### src/rtl/vertex_pkg.sv
// Shared defaults and arbiter state type for the vertex ROM read path.
package vertex_pkg;

    localparam int NUM_REQ_DEF     = 4;
    localparam int ADDR_WIDTH_DEF  = 16;
    localparam int DATA_WIDTH_DEF  = 96;
    localparam int ROM_LATENCY_DEF = 2;

    typedef enum logic {
        ARB_IDLE   = 1'b0,
        ARB_LOCKED = 1'b1
    } arb_state_e;

endpackage

### src/rtl/rr_arbiter.sv
// Round-robin priority search: one-hot grant to the first request at or above
// the pointer, wrapping past the top index back to zero.
module rr_arbiter
    import vertex_pkg::*;
#(
    parameter int N     = NUM_REQ_DEF,
    parameter int PTR_W = 2
) (
    input  logic [N-1:0]     req_in,
    input  logic [PTR_W-1:0] ptr_in,
    output logic [N-1:0]     grant_out
);

    int   idx;
    logic found;

    always_comb begin
        grant_out = '0;
        found     = 1'b0;
        idx       = 0;
        for (int i = 0; i < N; i++) begin
            idx = int'(ptr_in) + i;
            if (idx >= N) begin
                idx = idx - N;
            end
            if (!found && req_in[idx]) begin
                grant_out[idx] = 1'b1;
                found          = 1'b1;
            end
        end
    end

endmodule

### src/rtl/vertex_rom_arbiter.sv
// Shares one vertex ROM among several requesters: round-robin grant with an
// optional lock, registered ROM address, and a tag pipeline that routes each
// read's data back to its requester a fixed number of cycles later.
module vertex_rom_arbiter
    import vertex_pkg::*;
#(
    parameter int NUM_REQ     = NUM_REQ_DEF,
    parameter int ADDR_WIDTH  = ADDR_WIDTH_DEF,
    parameter int DATA_WIDTH  = DATA_WIDTH_DEF,
    parameter int ROM_LATENCY = ROM_LATENCY_DEF
) (
    input  logic                          clk_in,
    input  logic                          rst_in,
    input  logic [NUM_REQ-1:0]            req_valid_in,
    input  logic [NUM_REQ-1:0]            req_lock_in,
    input  logic [NUM_REQ*ADDR_WIDTH-1:0] req_addr_in,
    output logic [NUM_REQ-1:0]            req_ready_out,
    output logic [ADDR_WIDTH-1:0]         rom_addr_out,
    input  logic [DATA_WIDTH-1:0]         rom_data_in,
    output logic [NUM_REQ-1:0]            resp_valid_out,
    output logic [DATA_WIDTH-1:0]         resp_data_out,
    output logic                          busy_out
);

    localparam int ID_W = (NUM_REQ > 1) ? $clog2(NUM_REQ) : 1;

    arb_state_e                       state_q, state_d;
    logic [ID_W-1:0]                  ptr_q, ptr_d;
    logic [ID_W-1:0]                  owner_q, owner_d;
    logic [ADDR_WIDTH-1:0]            rom_addr_q, rom_addr_d;
    logic [ROM_LATENCY:0]             tag_valid_q, tag_valid_d;
    logic [ROM_LATENCY:0][ID_W-1:0]   tag_id_q, tag_id_d;
    logic [DATA_WIDTH-1:0]            resp_data_q, resp_data_d;

    logic [NUM_REQ-1:0]               rr_grant;
    logic [NUM_REQ-1:0]               ready;
    logic [ID_W-1:0]                  grant_idx;
    logic                             accept;
    logic                             resp_any;

    function automatic logic [ID_W-1:0] wrap_next(input logic [ID_W-1:0] idx);
        return (idx == ID_W'(NUM_REQ - 1)) ? '0 : idx + 1'b1;
    endfunction

    rr_arbiter #(
        .N     (NUM_REQ),
        .PTR_W (ID_W)
    ) u_rr (
        .req_in    (req_valid_in),
        .ptr_in    (ptr_q),
        .grant_out (rr_grant)
    );

    // While locked only the owner can be granted, and only when it is valid.
    always_comb begin
        ready = '0;
        if (!rst_in) begin
            if (state_q == ARB_IDLE) begin
                ready = rr_grant;
            end else begin
                ready[owner_q] = req_valid_in[owner_q];
            end
        end
    end

    always_comb begin
        grant_idx = '0;
        for (int i = 0; i < NUM_REQ; i++) begin
            if (ready[i]) begin
                grant_idx = ID_W'(i);
            end
        end
    end

    assign accept        = |(ready & req_valid_in);
    assign req_ready_out = ready;

    always_comb begin
        state_d        = state_q;
        ptr_d          = ptr_q;
        owner_d        = owner_q;
        rom_addr_d     = rom_addr_q;
        tag_valid_d[0] = accept;
        tag_id_d[0]    = grant_idx;
        for (int i = 1; i <= ROM_LATENCY; i++) begin
            tag_valid_d[i] = tag_valid_q[i-1];
            tag_id_d[i]    = tag_id_q[i-1];
        end

        if (accept) begin
            rom_addr_d = req_addr_in[int'(grant_idx)*ADDR_WIDTH +: ADDR_WIDTH];
            if (state_q == ARB_IDLE) begin
                ptr_d = wrap_next(grant_idx);
                if (req_lock_in[grant_idx]) begin
                    state_d = ARB_LOCKED;
                    owner_d = grant_idx;
                end
            end else if (!req_lock_in[owner_q]) begin
                state_d = ARB_IDLE;
                ptr_d   = wrap_next(owner_q);
            end
        end else if (state_q == ARB_LOCKED) begin
            // Owner went invalid: the lock is abandoned without moving the pointer.
            state_d = ARB_IDLE;
        end
    end

    // Data is forwarded straight from the ROM in the response cycle; the held
    // copy only keeps the output stable between responses.
    assign resp_any      = tag_valid_q[ROM_LATENCY];
    assign resp_data_d   = resp_any ? rom_data_in : resp_data_q;
    assign resp_data_out = resp_any ? rom_data_in : resp_data_q;

    always_comb begin
        resp_valid_out = '0;
        if (resp_any) begin
            resp_valid_out[tag_id_q[ROM_LATENCY]] = 1'b1;
        end
    end

    assign rom_addr_out = rom_addr_q;
    assign busy_out     = (state_q == ARB_LOCKED) || (|tag_valid_q);

    always_ff @(posedge clk_in or posedge rst_in) begin
        if (rst_in) begin
            state_q     <= ARB_IDLE;
            ptr_q       <= '0;
            owner_q     <= '0;
            rom_addr_q  <= '0;
            tag_valid_q <= '0;
            tag_id_q    <= '0;
            resp_data_q <= '0;
        end else begin
            state_q     <= state_d;
            ptr_q       <= ptr_d;
            owner_q     <= owner_d;
            rom_addr_q  <= rom_addr_d;
            tag_valid_q <= tag_valid_d;
            tag_id_q    <= tag_id_d;
            resp_data_q <= resp_data_d;
        end
    end

endmodule

### config.mk
export PLATFORM = sky130hd
export DESIGN_NAME = vertex_rom_arbiter
export DESIGN_NICKNAME = d
export VERILOG_FILES = /design/src/rtl/vertex_pkg.sv /design/src/rtl/rr_arbiter.sv /design/src/rtl/vertex_rom_arbiter.sv
export SDC_FILE = /design/constraint.sdc
export NUM_CORES = 1
export LEC_CHECK = 0
export ABC_CLOCK_PERIOD_IN_PS = 8100
export BUFFER_PORTS_ARGS = -buffer_cell sky130_fd_sc_hd__buf_2
export CELL_PAD_IN_SITES_DETAIL_PLACEMENT = 1
export CELL_PAD_IN_SITES_GLOBAL_PLACEMENT = 1
export CORE_UTILIZATION = 30
export DETAILED_ROUTE_END_ITERATION = 7
export GPL_ROUTABILITY_DRIVEN = 0
export GPL_TIMING_DRIVEN = 0
export PLACE_DENSITY_LB_ADDON = 0.1
export SYNTH_ARGS = -nofsm -noshare
export SYNTH_HDL_FRONTEND = slang
export SYNTH_HIERARCHICAL = 1
export SYNTH_SLANG_ARGS = --single-unit
### constraint.sdc
create_clock -name clk_in -period 8.1 [get_ports clk_in]
set_input_delay 1.215 -clock clk_in [delete_from_list [all_inputs] [get_ports clk_in]]
set_output_delay 1.215 -clock clk_in [all_outputs]
set_load 0.01 [all_outputs]
==> metrics.md, run 1 <==
| Metric | Value |
|---|---|
| Clock insertion delay at the later pin of the skew report | about 0.41 ns |
| Worst EP required | about 6.9 ns |
| Min-delay src | tag_id_d[5]$_DFF_PP0_ |
| Setup crit start kind | input port |
| Post-synthesis mux area share | 0.224 |
| Syn nets | just over 600 |
| Met2 wire len | between 9 and 10 mm |
| Total number of vias | 4783 |
| Vias per inst | 4.86 |
| Die area | approximately 19000 µm² |
| CP Capture Type | output pin |
| Final Max Slew Viols | 0 |
| Row cnt | 49 |
| Reg-to-reg endpoint | rom_addr_out[1]$_DFFE_PP0P_ |
| Core area | between 15000 and 20000 µm² |
| DRT iter0 DRCs | about 110 |
| Slowest cell on crit path | mux4_2 |
| Register area share after synthesis | 0.557 |
| Worst Path Max Fanout | 10 |
| CP Class | in -> out |
| Met3 wire length | 1.54 mm |
| PD cells | 423 nW/µm² |
| Hold path cells | 0 |
| Syn Inst Count | ~430 |
| Worst-Margin Slew | 0.773 ns |
| Fin worst setup slack | around 3.3 ns |
| I/O Buffers | between 200 and 300 |
| Max_cap viols | 0 |
| H-tree levels | 4 |
| Setup repair bufs after CTS | 0 |
| Leakage | 0.00398 µW |
| Final setup fails | 0 |
| Placed Cells | between 900 and 1k |
| Root buffer cell | clkbuf_16 |
| Share of cells above drive strength 1 | 0.573 |
| Top Layer Used | met4 |
| Pre-CTS WS | approximately 3.3 ns |
| Die Y | around 140 µm |
| VDD IR-drop max | around 130 µV |
| First-pass GRT wire length | 28.6 mm |
| IO Count | ~290 |
| RSZ-0062 raised after global routing | no |
| Pin count of the biggest net entering global routing | 84 |
| Run status | complete, no violations |
| Max Fclk | 0.210 GHz |
| HP Class | reg -> reg |
| WL final | 18.0 mm |
| XOR/XNOR Fraction of Synth Area | 0 |
| Total Neg Setup Slack | 0 ns |
| Most common library cell in the layout ignoring fill and taps | buf_2 |
| Initial core utilization | 0.311 |
| Adder-cell area share of the yosys netlist | 0.0265 |
| Family with the most delay on the worst path | simple AND/OR/NAND/NOR gates |
| Routed Antenna Nets | 0 |
| Period minus WS final | 4.76 ns |
| Synth-to-Final Area Change | 42.0% |
| Wl on met1 | about 7 mm |
| Drt first pass iters | 4 |
| Mean routed wirelength per cell | around 18 µm |
| Yosys synthesis warning count | 6 |
| Post-synthesis compound-gate area fraction | 0.0974 |
| Hold endpoint | tag_id_q[5]$_DFF_PP0_ |
| Clk buf depth | 2 |
| Finished Layout Cells | just under 1k |
| DP HPWL | between 10 and 15 mm |
| Synth cell types | 42 |
| Post-Synth Simple-Gate Area | 0.0658 |
| Worst-path clk slew | ~0.05 ns |
| FFs w/ async S/R, synth | 1.00 |
| Critical R2R Launch | ptr_q[0]$_DFFE_PP0P_ |
| Die Width | 139 µm |
| Clk sink count | roughly 130 |
| Final core utilization | 0.442 |
| R2R setup slack | ~3.8 ns |
| Nets@finish | a little over 900 |
| Vias in the first global route | roughly 5.3k |
| CTS Buf Count | 17 |
| Final hold vios | 0 |
| Antenna violations before repair | 1 |
| Grt total ovfl | 0 |
| Critical path, cell by cell | buf_2 > mux4_2 > buf_6 > nor4b_4 > nand2_1 > o211ai_1 > nor2b_1 > a31oi_1 > or2_1 > buf_4 > inv_2 > buf_2 |
| Max stage delay on crit path | approximately 0.48 ns |
| Filler cell count | 2044 |
| Post-synth EDFFs | 0 |
| Drt drc | 0 |
| Gr usage total | 0.191 |
| Worst slew margin | 0.478 |
| Arr. time, crit path | between 3 and 4 ns |
| WP buf/inv | 5 |
| Most frequent CP cell | buf_2 |
| Yosys reg bits | roughly 130 |
| TritonCTS clock tree | built |
| Mapped Area | 5660 µm² |
| Primary FF master, synth | dfrtp_1 |
| Fin crit share | 0.588 |
| Commonest non-fill, non-tap cells in the layout | buf_2, dfrtp_1, mux2_2, nand2_1, clkbuf_1 |
| Worst reg-to-reg path cell count | 12 |
| Syn Area/Cell | ~13 µm² |
| Hold-fix buffers, CTS | 0 |
| Main combinational cell family by area after synthesis | multiplexers |
| Hold_ws | about 0.35 ns |
| Worst Skew | between 0.007 and 0.008 ns |
| Post-CTS sizing | 0 |
state kept, by name, indices dropped and copies added (netlist names):
signal and count:
tag_id_d 4, resp_data_q 96, owner_q 2, rom_addr_out 16, tag_valid_q 3, state_q 1
ptr_q 2, tag_id_q 2
layout make-up:
type	instances	area [µm²]	share of cell area
sequential	126	3150	0.392
multi-input combinational	267	2340	0.291
timing repair buffer	290	1470	0.183
clock buffer	18	429	0.0534
tap	229	287	0.0356
clock inverter	14	181	0.0226
buffer	25	115	0.0143
inverter	14	57.6	0.00716
antenna	2	5.00	0.000622
routing by layer:
layer	GRT usage	vias up
met1	0.209	2346
met4	0.0673	0
met3	0.0699	23
met2	0.339	225
li1	-	2189
met5	0	-
report_power, final:
| group | internal (µW) | switching [µW] | total [µW] |
|---|---|---|---|
| Sequential | 938 | 115 | 1050 |
| Clock | 491 | 294 | 784 |
| Combinational | 715 | 847 | 1560 |
stage by stage:
| step | power, µW | area [µm²] |
|---|---|---|
| after floorplan | 2020 | 5660 |
| final | 3400 | 8040 |
| after detailed placement | 2650 | 7430 |
| after global placement | 2580 | 7400 |
| after CTS | 3460 | 8040 |
| after global routing | 3640 | 8040 |
how the worst max path moves through the flow:
stage	depth (start not counted)	endpoint	from
2_1_floorplan	7	owner_q[1]$_DFFE_PP0P_	rst_in
3_3_place_gp	7	owner_q[1]$_DFFE_PP0P_	rst_in
3_5_place_dp	12	rom_addr_out[1]$_DFFE_PP0P_	req_valid_in[3]
4_1_cts	12	req_ready_out[3]	req_valid_in[3]
5_1_grt	12	req_ready_out[3]	ptr_q[0]$_DFFE_PP0P_
6_report	12	req_ready_out[3]	req_valid_in[3]
cells in the mapped netlist (all sizes together), types with 2 or more instances:
cell type	instances	area share
or4	2	0.0027
a21o	17	0.023
nor2	4	0.0027
nand3	7	0.0062
nor2b	3	0.0033
dfrtp	126	0.56
o21ai	3	0.0027
buf	6	0.0077
a311oi	16	0.025
o211ai	5	0.0066
nor4b	2	0.0057
nand4	2	0.0022
nor3b	5	0.0066
a21oi	8	0.0071
mux4	6	0.025
clkbuf	19	0.013
o22ai	16	0.018
inv	14	0.0093
mux2	99	0.20
nand2	45	0.030
o21a	2	0.0027
ha	12	0.027
kinds of logic after synthesis:
family	Yosys count
AO/OA/AOI/OAI	74
AND/OR/NAND/NOR	75
flip-flops	126
multiplexers	106
buffers and inverters	39
adder cells (fa/ha/maj)	12
Power figures use the tool's default switching activity.
==> run 2, diff against run 1 <==
--- a/config.mk
+++ b/config.mk
@@ -5,11 +5,12 @@
 export SDC_FILE = /design/constraint.sdc
 export NUM_CORES = 1
 export LEC_CHECK = 0
-export ABC_CLOCK_PERIOD_IN_PS = 8100
+export ABC_AREA = 1
+export ABC_CLOCK_PERIOD_IN_PS = 3900
 export BUFFER_PORTS_ARGS = -buffer_cell sky130_fd_sc_hd__buf_2
 export CELL_PAD_IN_SITES_DETAIL_PLACEMENT = 1
 export CELL_PAD_IN_SITES_GLOBAL_PLACEMENT = 1
-export CORE_UTILIZATION = 30
+export CORE_UTILIZATION = 29
 export DETAILED_ROUTE_END_ITERATION = 7
 export GPL_ROUTABILITY_DRIVEN = 0
 export GPL_TIMING_DRIVEN = 0
==> constraint.sdc (replaced) <==
create_clock -name clk_in -period 3.9 [get_ports clk_in]
set_input_delay 0.585 -clock clk_in [delete_from_list [all_inputs] [get_ports clk_in]]
set_output_delay 0.585 -clock clk_in [all_outputs]
set_load 0.01 [all_outputs]
==> run 2 against run 1 <==
- non-clock buffer count grew 15
- critical path type is now reg -> out
- flip-flop and latch count unchanged
- setup slack worse by 3.0 ns
- register-to-register slack lost 3.0 ns
- wire length up 17%
- largest cell class unchanged
- synthesized area increased by 7.7%
- cell count rose by 41%
- count of clock-buffer cells in the layout grew 1
- core utilization decreased by 2.3 points
==> metrics.md, run 2 <==
| Metric | Value |
|---|---|
| Primary FF master, synth | dfrtp_1 (unchanged) |
| Synth cell count leaders | nand2_1, dfrtp_1, inv_1, nand3_1, a21oi_1 (was dfrtp_1, mux2_2, nand2_1, clkbuf_1, a21o_1) |
| RSZ-0062 raised after global routing | no (unchanged) |
| Drt drc | 0 (unchanged) |
| WL final | 21.1 mm (was 18.0 mm) |
| Syn Inst Count | 796 (was 432) |
| CP Capture Type | output pin (unchanged) |
| Clock insertion delay at the later pin of the skew report | 0.42 ns (was 0.41 ns) |
| Pin count of the biggest net entering global routing | 41 (was 84) |
| HP Class | in -> async (was reg -> reg) |
| Post-synth EDFFs | 0 (unchanged) |
| Leakage | 0.00493 µW (was 0.00398 µW) |
| Max Fclk | 0.278 GHz |
| Initial core utilization | 0.299 (was 0.311) |
| Period minus WS final | around 3.6 ns |
| Seq pwr share | 0.278 (was 0.310) |
| Clk pwr share | 0.202 (was 0.231) |
| Mean routed wirelength per cell | 15.2 µm (was 18.3 µm) |
| Int Pwr | 4330 µW (was 2140 µW) |
| Comb pwr share | 0.520 (was 0.459) |
| Syn nets | 978 (was 614) |
| Switching part of the total | 0.445 (was 0.369) |
| PD cells | 912 nW/µm² (was 423 nW/µm²) |
| Die Width | 147 µm (was 139 µm) |
| Post-synthesis compound-gate area fraction | 0.0453 (was 0.0974) |
| Worst Skew | 0.00775 ns (was 0.00784 ns) |
| Die Y | 147 µm (was 139 µm) |
| Worst Path Max Fanout | 10 (unchanged) |
| Root buffer cell | clkbuf_16 (unchanged) |
| Syn Area/Cell | 7.66 µm² (was 13.1 µm²) |
| Antenna cell count | 0 (was 2) |
| Gr usage total | 0.200 (was 0.191) |
| Nets@finish | 1290 (was 923) |
| Arr. time, crit path | 3.01 ns (was 3.55 ns) |
| CTS Buf Count | 17 (unchanged) |
| Critical R2R Launch | ptr_q[1]$_DFFE_PP0P_ (was ptr_q[0]$_DFFE_PP0P_) |
| Worst setup startpoint | ptr_q[1]$_DFFE_PP0P_ (was req_valid_in[3]) |
| Total Neg Setup Slack | 0 ns (unchanged) |
| I/O Buffers | 290 (was 289) |
| Worst-path clk slew | 0.06 ns (was 0.05 ns) |
| Clk buf depth | 2 (unchanged) |
| Worst EP required | 3.31 ns (was 6.88 ns) |
| Yosys reg bits | 126 (unchanged) |
| Vias per inst | 4.47 (was 4.86) |
| Commonest non-fill, non-tap cells in the layout | nand2_1, buf_2, dfrtp_1, inv_1, nand3_1 (was buf_2, dfrtp_1, mux2_2, nand2_1, clkbuf_1) |
| Synth cell types | 25 (was 42) |
| Worst slew margin | 0.499 (was 0.478) |
| CP Class | reg -> out (was in -> out) |
| FFs w/ async S/R, synth | 1.00 (unchanged) |
| XOR/XNOR Fraction of Synth Area | 0 (unchanged) |
| Core area | 20400 µm² (was 18200 µm²) |
| Mapped Area | 6100 µm² (was 5660 µm²) |
| Post-Synth Simple-Gate Area | 0.343 (was 0.0658) |
| Row cnt | 52 (was 49) |
| Largest Register | resp_data_q (unchanged) |
| Largest cells by area after synthesis | dfrtp_1, nand2_1, nand3_1, a21oi_1, inv_1 (was dfrtp_1, mux2_2, nand2_1, ha_1, a311oi_1) |
| IO Count | 291 (unchanged) |
| DRT iter0 DRCs | 170 (was 107) |
| Final hold vios | 0 (unchanged) |
| Setup repair bufs after CTS | 0 (unchanged) |
| Routed Antenna Nets | 0 (unchanged) |
| Total number of vias | 6220 (was 4783) |
| Share of cells above drive strength 1 | 0.328 (was 0.573) |
| Register area share after synthesis | 0.517 (was 0.557) |
| Finished Layout Cells | 1390 (was 985) |
| Drt first pass iters | 4 (unchanged) |
| Hold-fix buffers, CTS | 0 (unchanged) |
| Die area | 21600 µm² (was 19400 µm²) |
| Main combinational cell family by area after synthesis | simple AND/OR/NAND/NOR gates (was multiplexers) |
| Max FFs per register | 96 (unchanged) |
| Final setup fails | 0 (unchanged) |
| Run status | complete, no violations (unchanged) |
| Filler cell count | 2635 (was 2044) |
| Post-synthesis mux area share | 0 (was 0.224) |
| Synth-to-Final Area Change | 40.2% (was 42.0%) |
| Max_cap viols | 0 (unchanged) |
| VDD IR-drop max | 334 µV (was 134 µV) |
| Vias in the first global route | 6332 (was 5250) |
| Final Instance Area | 8550 µm² (was 8040 µm²) |
| Placed inst area | 7960 µm² (was 7430 µm²) |
| Worst-Margin Slew | 0.750 ns (was 0.773 ns) |
| Final core utilization | 0.419 (was 0.442) |
| Top-count cell post-synth | nand2_1 (was dfrtp_1) |
| Share of the synthesized area in the top cell type | 0.517 (was 0.557) |
| Antenna violations before repair | 0 (was 1) |
| Grt total ovfl | 0 (unchanged) |
| TritonCTS clock tree | built (unchanged) |
| Adder-cell area share of the yosys netlist | 0.0246 (was 0.0265) |
| Setup crit start kind | flip-flop (was input port) |
| P_sw | 3470 µW (was 1260 µW) |
| H-tree levels | 4 (unchanged) |
| Placed Cells | 1359 (was 951) |
| DP HPWL | 16.5 mm (was 14.1 mm) |
| First-pass GRT wire length | 33.8 mm (was 28.6 mm) |
| Most common library cell in the layout ignoring fill and taps | nand2_1 (was buf_2) |
| Yosys synthesis warning count | 6 (unchanged) |
| Fin crit share | 0.922 |
| Clk sink count | 126 (unchanged) |
| Final Max Slew Viols | 0 (unchanged) |
| Area leader, netlist | dfrtp_1 (unchanged) |
[run 2: cell count changes in the layout (fill, tap and decap cells not counted), moves of 17 or more]
cell | previous run | this run
nand2_1 | 45 | 398
mux2_2 | 96 | 0
nand3_1 | 7 | 53
a21oi_1 | 8 | 50
inv_1 | 12 | 53
nor2_1 | 4 | 30
a21o_1 | 17 | 0
[run 2: worst max-delay path: stages (launching register included)]
cell	delay, ns
dfrtp_1	0.52
inv_1	0.21
ha_1	0.37
inv_1	0.12
nand3_1	0.08
nand2_1	0.10
nand2_4	0.07
nor2_4	0.14
nand2_1	0.06
nand3_1	0.06
nor2_1	0.05
nor2_1	0.20
nand2_4	0.10
buf_6	0.15
buf_4	0.17
inv_1	0.05
buf_2	0.12
[run 2: per-stage QoR]
step / total power (µW) / hold slack, ns / setup slack [ns]
5_1_grt: 8470 / 0.351 / 0.0118
3_3_place_gp: 6240 / 0.334 / -1.18
6_report: 7800 / 0.328 / 0.306
4_1_cts: 7940 / 0.349 / 0.129
3_5_place_dp: 6320 / 0.336 / 0.606
2_1_floorplan: 4690 / 0.331 / 0.390
[run 2: logic make-up (layout without fill, tap and decap cells)]
kind of cell	after synthesis	after routing
adders and majority gates	12	12
and+or+nand+nor	508	508
buffers and inverters	96	420
AOI/OAI and AO/OA	54	54
DFF	126	126
[run 2: cell type report]
| class | instances | area, µm² | area share |
|---|---|---|---|
| Timing Repair Buffer | 293 | 1520 | 0.178 |
| Buffer | 37 | 206 | 0.0241 |
| Inverter | 59 | 225 | 0.0263 |
| Multi-Input combinational cell | 574 | 2520 | 0.295 |
| Clock inverter | 12 | 138 | 0.0161 |
| Tap cell | 270 | 338 | 0.0395 |
| Clock buffer | 19 | 453 | 0.0530 |
| Sequential cell | 126 | 3150 | 0.369 |
[run 2: what timing repair did]
| action | CTS | global route |
|---|---|---|
| endpoints found under the setup margin | 0 | 1 |
| gates resized for setup | 0 | 1 |
| hold endpoints to repair | 0 | 0 |
[run 2: worst paths after layout]
check                                                     to  slack, ns  cells after the start
worst min-delay path            rom_addr_out[14]$_DFFE_PP0P_       0.33                      2
worst min register to register         tag_id_q[5]$_DFF_PP0_       0.35                      0
max in group asynchronous          resp_data_q[77]$_DFF_PP0_       2.75                      4
worst max-delay path                        req_ready_out[3]       0.31                     16
min in group clk_in                    tag_id_q[5]$_DFF_PP0_       0.35                      0
worst max register to register          ptr_q[1]$_DFFE_PP0P_       0.85                     18
[run 2: power by group through the flow]
stage,registers [µW],logic [µW],clock network (µW)
global route,2240,4570,1670
CTS,2170,4150,1620
floorplan,2180,2510,0
finish,2170,4060,1570
global placement,2170,4060,0
detailed placement,2190,4130,0
[run 2: per-layer routing]
metal / share of wire / vias up / GRT usage / wire length (µm)
met5: 0 / - / 0 / 0
met2: 0.50 / 189 / 0.341 / 10600
li1: - / 3086 / - / -
met1: 0.42 / 2923 / 0.249 / 8870
met3: 0.062 / 22 / 0.0516 / 1310
met4: 0.014 / 0 / 0.0546 / 292
